==> src/rtl/uart_pkg.sv <==
// Shared types and constants for the UART receive path.
package uart_pkg;

  typedef enum logic [2:0] {
    ST_WAIT_IDLE,
    ST_IDLE,
    ST_START,
    ST_DATA,
    ST_PARITY,
    ST_STOP
  } rx_state_t;

  localparam int PAR_NONE = 0;
  localparam int PAR_ODD  = 1;
  localparam int PAR_EVEN = 2;

  // 115200 baud from a ~10 MHz sys_clk
  localparam int CLKS_PER_BIT_115200 = 87;

  function automatic logic majority3(input logic a, input logic b, input logic c);
    return (a & b) | (a & c) | (b & c);
  endfunction

endpackage

==> src/rtl/sync_fifo.sv <==
// First-word-fall-through FIFO with sticky overflow; pop on empty is ignored.
module sync_fifo #(
  parameter int WIDTH = 8,
  parameter int DEPTH = 16
) (
  input  logic                     sys_clk,
  input  logic                     rst_n,
  input  logic                     push,
  input  logic [WIDTH-1:0]         wdata,
  input  logic                     pop,
  input  logic                     clr_ovf,
  output logic [WIDTH-1:0]         rdata,
  output logic                     valid,
  output logic [$clog2(DEPTH):0]   count,
  output logic                     overflow
);

  localparam int AW = $clog2(DEPTH);
  localparam logic [AW:0] CNT_FULL = (AW+1)'(DEPTH);

  logic [WIDTH-1:0] mem [DEPTH];
  logic [AW-1:0]    wr_ptr;
  logic [AW-1:0]    rd_ptr;
  logic             empty;
  logic             full;
  logic             do_push;
  logic             do_pop;
  logic             ovf_set;

  assign empty   = (count == '0);
  assign full    = (count == CNT_FULL);
  assign do_pop  = pop && !empty;
  assign do_push = push && (!full || do_pop);
  assign ovf_set = push && full && !do_pop;

  assign valid = !empty;
  assign rdata = empty ? '0 : mem[rd_ptr];

  always_ff @(posedge sys_clk) begin
    if (do_push) mem[wr_ptr] <= wdata;
  end

  // Power-of-two depth lets the pointers wrap on their own.
  always_ff @(posedge sys_clk) begin
    if (!rst_n) begin
      wr_ptr   <= '0;
      rd_ptr   <= '0;
      count    <= '0;
      overflow <= 1'b0;
    end else begin
      if (do_push) wr_ptr <= wr_ptr + 1'b1;
      if (do_pop)  rd_ptr <= rd_ptr + 1'b1;
      case ({do_push, do_pop})
        2'b10:   count <= count + 1'b1;
        2'b01:   count <= count - 1'b1;
        default: count <= count;
      endcase
      if (ovf_set)      overflow <= 1'b1;
      else if (clr_ovf) overflow <= 1'b0;
    end
  end

endmodule

==> src/rtl/uart_rx_fifo.sv <==
// UART receiver with 3-sample majority voting, parity/stop checking and an output FIFO.
//   state      | meaning
//   WAIT_IDLE  | after reset or break: wait for line high
//   IDLE       | line high, waiting for a start edge
//   START      | start bit; re-checked at mid-bit to reject glitches
//   DATA       | DATA_BITS data bits, LSB first
//   PARITY     | optional parity bit
//   STOP       | STOP_BITS stop bits; push on the last good one
module uart_rx_fifo
  import uart_pkg::*;
#(
  parameter int CLKS_PER_BIT = CLKS_PER_BIT_115200,
  parameter int DATA_BITS    = 8,
  parameter int PARITY       = PAR_NONE,
  parameter int STOP_BITS    = 1,
  parameter int INVERT_RX    = 1,
  parameter int FIFO_DEPTH   = 16
) (
  input  logic                          i_Clock,
  input  logic                          i_Rst_n,
  input  logic                          i_Rx_Serial,
  output logic [DATA_BITS-1:0]          o_Rx_Data,
  output logic                          o_Rx_Valid,
  input  logic                          i_Rx_Ready,
  output logic [$clog2(FIFO_DEPTH):0]   o_Fifo_Count,
  output logic                          o_Frame_Err,
  output logic                          o_Parity_Err,
  output logic                          o_Overflow,
  input  logic                          i_Clear_Err,
  output logic                          o_Rx_Active
);

  localparam int MID   = CLKS_PER_BIT / 2;
  localparam int IDX_W = $clog2(DATA_BITS);

  // Timer counts down from CLKS_PER_BIT-1; value = CLKS_PER_BIT-1-elapsed.
  localparam logic [15:0] TMR_RELOAD = 16'(CLKS_PER_BIT - 1);
  localparam logic [15:0] TMR_START  = 16'(CLKS_PER_BIT - 2);
  localparam logic [15:0] TMR_M1     = 16'(CLKS_PER_BIT - MID);
  localparam logic [15:0] TMR_MID    = 16'(CLKS_PER_BIT - 1 - MID);
  localparam logic [15:0] TMR_P1     = 16'(CLKS_PER_BIT - 2 - MID);

  localparam logic [IDX_W-1:0] IDX_LAST  = IDX_W'(DATA_BITS - 1);
  localparam logic             STOP_LAST = 1'(STOP_BITS - 1);
  localparam logic             INV       = 1'(INVERT_RX != 0);

  rx_state_t            state;
  logic                 rx_meta;
  logic                 rx_sync;
  logic                 line;
  logic [15:0]          bit_tmr;
  logic [IDX_W-1:0]     bit_idx;
  logic                 stop_idx;
  logic [DATA_BITS-1:0] data_sh;
  logic                 samp_a;
  logic                 samp_b;
  logic                 vote;
  logic                 par_exp;
  logic                 par_bad;
  logic                 push_req;
  logic                 frame_err;
  logic                 parity_err;

  assign line    = rx_sync ^ INV;
  assign vote    = majority3(samp_a, samp_b, line);
  assign par_exp = (PARITY == PAR_EVEN) ? ^data_sh : ~^data_sh;

  assign o_Frame_Err  = frame_err;
  assign o_Parity_Err = parity_err;
  assign o_Rx_Active  = (state != ST_IDLE) && (state != ST_WAIT_IDLE);

  // Synchroniser resets to the "line low" level so reception waits for a real idle.
  always_ff @(posedge i_Clock) begin
    if (!i_Rst_n) begin
      rx_meta    <= INV;
      rx_sync    <= INV;
      state      <= ST_WAIT_IDLE;
      bit_tmr    <= '0;
      bit_idx    <= '0;
      stop_idx   <= 1'b0;
      data_sh    <= '0;
      samp_a     <= 1'b0;
      samp_b     <= 1'b0;
      par_bad    <= 1'b0;
      push_req   <= 1'b0;
      frame_err  <= 1'b0;
      parity_err <= 1'b0;
    end else begin
      rx_meta    <= i_Rx_Serial;
      rx_sync    <= rx_meta;
      push_req   <= 1'b0;
      frame_err  <= 1'b0;
      parity_err <= 1'b0;

      if (o_Rx_Active)         bit_tmr <= bit_tmr - 16'd1;
      if (bit_tmr == TMR_M1)  samp_a  <= line;
      if (bit_tmr == TMR_MID) samp_b  <= line;

      case (state)
        ST_WAIT_IDLE: if (line) state <= ST_IDLE;
        ST_IDLE: begin
          if (!line) begin
            state   <= ST_START;
            bit_tmr <= TMR_START;
            par_bad <= 1'b0;
          end
        end
        ST_START: begin
          if (bit_tmr == TMR_MID && line) begin
            state <= ST_IDLE;
          end else if (bit_tmr == '0) begin
            state   <= ST_DATA;
            bit_tmr <= TMR_RELOAD;
            bit_idx <= '0;
          end
        end
        ST_DATA: begin
          if (bit_tmr == TMR_P1) data_sh[bit_idx] <= vote;
          if (bit_tmr == '0) begin
            bit_tmr <= TMR_RELOAD;
            if (bit_idx == IDX_LAST) begin
              bit_idx  <= '0;
              stop_idx <= 1'b0;
              state    <= (PARITY == PAR_NONE) ? ST_STOP : ST_PARITY;
            end else begin
              bit_idx <= bit_idx + 1'b1;
            end
          end
        end
        ST_PARITY: begin
          if (bit_tmr == TMR_P1 && vote != par_exp) begin
            parity_err <= 1'b1;
            par_bad    <= 1'b1;
          end
          if (bit_tmr == '0) begin
            state    <= ST_STOP;
            bit_tmr  <= TMR_RELOAD;
            stop_idx <= 1'b0;
          end
        end
        ST_STOP: begin
          if (bit_tmr == TMR_P1) begin
            if (!vote) begin
              frame_err <= 1'b1;
              state     <= ST_WAIT_IDLE;
            end else if (stop_idx == STOP_LAST) begin
              state    <= ST_IDLE;
              push_req <= !par_bad;
            end
          end else if (bit_tmr == '0) begin
            bit_tmr  <= TMR_RELOAD;
            stop_idx <= 1'b1;
          end
        end
        default: state <= ST_WAIT_IDLE;
      endcase
    end
  end

  sync_fifo #(
    .WIDTH (DATA_BITS),
    .DEPTH (FIFO_DEPTH)
  ) u_fifo (
    .sys_clk  (i_Clock),
    .rst_n    (i_Rst_n),
    .push     (push_req),
    .wdata    (data_sh),
    .pop      (i_Rx_Ready),
    .clr_ovf  (i_Clear_Err),
    .rdata    (o_Rx_Data),
    .valid    (o_Rx_Valid),
    .count    (o_Fifo_Count),
    .overflow (o_Overflow)
  );

endmodule

==> config.mk <==
export PLATFORM = sky130hd
export DESIGN_NAME = uart_rx_fifo
export DESIGN_NICKNAME = d
export VERILOG_FILES = /design/src/rtl/uart_pkg.sv /design/src/rtl/sync_fifo.sv /design/src/rtl/uart_rx_fifo.sv
export SDC_FILE = /design/constraint.sdc
export NUM_CORES = 1
export LEC_CHECK = 0
export CORE_MARGIN = 1.5
export CORE_UTILIZATION = 61
export DETAILED_ROUTE_END_ITERATION = 6
export GPL_ROUTABILITY_DRIVEN = 0
export PLACE_DENSITY = 0.79
export SKIP_CTS_REPAIR_TIMING = 1
export SLEW_MARGIN = 20
export SYNTH_ARGS = -nofsm -noshare
export SYNTH_HDL_FRONTEND = slang
export SYNTH_HIERARCHICAL = 1
export SYNTH_SLANG_ARGS = --single-unit
export TNS_END_PERCENT = 10
==> constraint.sdc <==
create_clock -name i_Clock -period 2.7 [get_ports i_Clock]
set_clock_uncertainty 0.05 [all_clocks]
set_input_delay 0.27 -clock i_Clock [delete_from_list [all_inputs] [get_ports i_Clock]]
set_output_delay 0.27 -clock i_Clock [all_outputs]
set_load 0.02 [all_outputs]
==> run metrics <==
final setup fails 0; Seq pwr share a little over two fifths; NumNets Final 598; Pleak 3.18 nW; Max Root-Sink Buffers 2; Net Sw Power ~0.0024 W; worst slew pin tran ~0.73 ns; worst setup path class flip-flop to output port; number of synthesized flops with an enable pin 128; Hold Crit Class input pin to flip-flop; synthesis warning total 6; WL/cell just over 20 um; Synth Net Count around 570; DR iter-0 viols approximately 430; Max VDD drop a little over 0.0005 V; vias in the first global route 4711; Die X 118 um; multi-input logic area approximately 2900 sq um; commonest non-fill, non-tap cell in the layout edfxtp_1; final hold vios 0; Mapped Cells 548; final-report max-slew violation count 0; Worst-path clk slew 0.06 ns; Async SR Flop Fraction 0%; crit share post-route a little over nine tenths; most frequent cells in the layout edfxtp_1 (128), dfxtp_1 (56), nor2_1 (33); post-synthesis sequential area ratio 62.2%; Unique masters post-synth 66; DIE AREA ~14000 sq um; H-tree depth 4; max_slew headroom 50.5%; drc violations 0; Sequential Area 4990 sq um; max cap viols 0; die height around 120 um; predominant post-synthesis flop cell edfxtp_1; synthesized cell area between 8000 and 9000 sq um; Top Ports 23; drt total wl approximately 16 mm; Buffers on Ports 22; Worst Path Arrival between 2 and 2.5 ns; Comb power frac between 20% and 30%; area delta synth->final 13.2%; crit start category flip-flop; final period demand of the worst path 2.60 ns; register bit total from synthesis 185; Crit Path Max Fanout 4; DP HPWL 9.75 mm; clock share of power slightly above 30%; antenna violations before repair 0; GRT Resource Usage Total around 24%; DRT Pass-1 Iters 5; Syn Area/Cell approximately 15 sq um; Peak Freq 384 MHz; Congestion Overflow GR 0; Row Count between 40 and 50; initial core utilization 63.0%; Avg Vias per Cell ~6.1; clock latency on the worst-skew pair 0.43 ns; layout cells sized above 1 a little under a fifth; Antenna diodes 0; first-pass GRT wire length roughly 25 mm; largest net degree at the start of global routing 33; Sum Neg Setup Slack 0 ns; Fill cells 891; Required @ worst endpoint 2.38 ns; Clock Sink Count 185; DR vias between 4000 and 5000; Sw Share 30.3%; unrepaired setup endpoints after global routing false; outcome completed; Cell Pwr Density 860 nW/um^2; post-route core utilization a little under three quarters; CTS tree done; crit end category output port; core area around 13000 sq um; clk root buf clkbuf_16; TritonCTS Buffers 17; Int Power around 0.0054 W; DRT antenna net count 0
[metal layers]
layer | vias up | track usage, % | share of wire, %
met3 | 30 | 5.86 | 6.1
li1 | 2165 | - | -
met2 | 159 | 39.1 | 50
met1 | 2285 | 31.4 | 42
met4 | 0 | 9.68 | 1.9
met5 | - | 0 | 0
[logic make-up (layout without fill, tap and decap cells)]
| kind of cell | after synthesis | count (layout) | synth area share, % |
|---|---|---|---|
| flip-flops | 185 | 185 | 62.2 |
| AND/OR/NAND/NOR | 158 | 158 | 11.6 |
| multiplexers | 65 | 65 | 13.3 |
| AO/OA/AOI/OAI | 64 | 64 | 5.66 |
| buffers and inverters | 37 | 81 | 2.23 |
| XOR/XNOR | 25 | 25 | 2.90 |
| adder cells (fa/ha/maj) | 14 | 14 | 2.15 |
[through the flow]
step | hold slack (ns) | area [sq um] | instances | power [W] | setup slack, ns
after detailed placement | 0.353 | 8480 | 733 | 0.00546 | 0.150
after floorplan | 0.293 | 8020 | 548 | 0.00496 | 0.113
final | 0.368 | 9080 | 764 | 0.00781 | 0.0992
after global routing | 0.389 | 9080 | 764 | 0.00814 | 0.0307
after CTS | 0.361 | 9050 | 764 | 0.00785 | -0.328
after global placement | 0.341 | 8480 | 733 | 0.00541 | 0.180
[layout make-up]
cell class                 instances  area share [%]
inverter                          10           0.414
tap                              172            2.37
clock inverter                    13            1.59
timing repair buffer              40            4.41
sequential                       185            54.9
multi-input combinational        326            31.6
clock buffer                      18            4.73
[final timing paths]
path / startpoint / to / slack, ns / cells after the start
max: u_fifo/count[3] / o_Rx_Valid / 0.1 / 3
min: i_Rx_Serial / rx_meta / 0.37 / 2
max reg2reg: u_fifo/count[3] / u_fifo/count[4] / 0.23 / 8
min reg2reg: rx_meta / rx_sync / 0.37 / 1
[power by group through the flow]
stage	Combinational [W]	Clock [W]	Sequential (W)
6_report	0.00206	0.00239	0.00335
3_5_place_dp	0.00206	0	0.00340
2_1_floorplan	0.00159	0	0.00337
3_3_place_gp	0.00201	0	0.00340
4_1_cts	0.00207	0.00244	0.00334
5_1_grt	0.00223	0.00254	0.00337
[Yosys cell counts, types with 5 or more instances]
library cell | count | area share (%)
mux4_2 | 32 | 9.0
nor2_1 | 33 | 1.5
nand2b_1 | 14 | 1.1
edfxtp_1 | 128 | 48
o21ai_0 | 6 | 0.37
and3_1 | 10 | 0.78
nor2b_1 | 8 | 0.62
inv_1 | 10 | 0.47
nand2_1 | 24 | 1.1
clkbuf_1 | 12 | 0.56
and4_1 | 7 | 0.76
o22ai_1 | 8 | 0.62
ha_1 | 13 | 2.0
dfxtp_1 | 57 | 14
xnor2_1 | 20 | 2.2
nor3b_1 | 5 | 0.47
and2_1 | 11 | 0.86
mux2i_1 | 32 | 4.0
nand3_1 | 5 | 0.31
nor3_1 | 6 | 0.37
buf_2 | 5 | 0.31
nor4_2 | 6 | 0.94
a21oi_1 | 14 | 0.87
[worst max-delay path, stage by stage, from the launching register on]
cell and delay, ns:
dfxtp_1 0.35, or4_1 0.57, or2_2 0.36, clkdlybuf4s50_1 0.57
[state kept, by name, summed over array words and instances (netlist names), named ones only]
register	flops
u_fifo/count	5
rx_sync	1
stop_idx	1
samp_a	1
bit_idx	3
u_fifo/rd_ptr	4
push_req	1
state	3
rx_meta	1
u_fifo/wr_ptr	4
par_bad	1
data_sh	8
u_fifo/mem	128
bit_tmr	16
u_fifo/overflow	1
o_Frame_Err	1
o_Parity_Err	1
samp_b	1
Note: power is estimated with default switching activity, not from simulation.
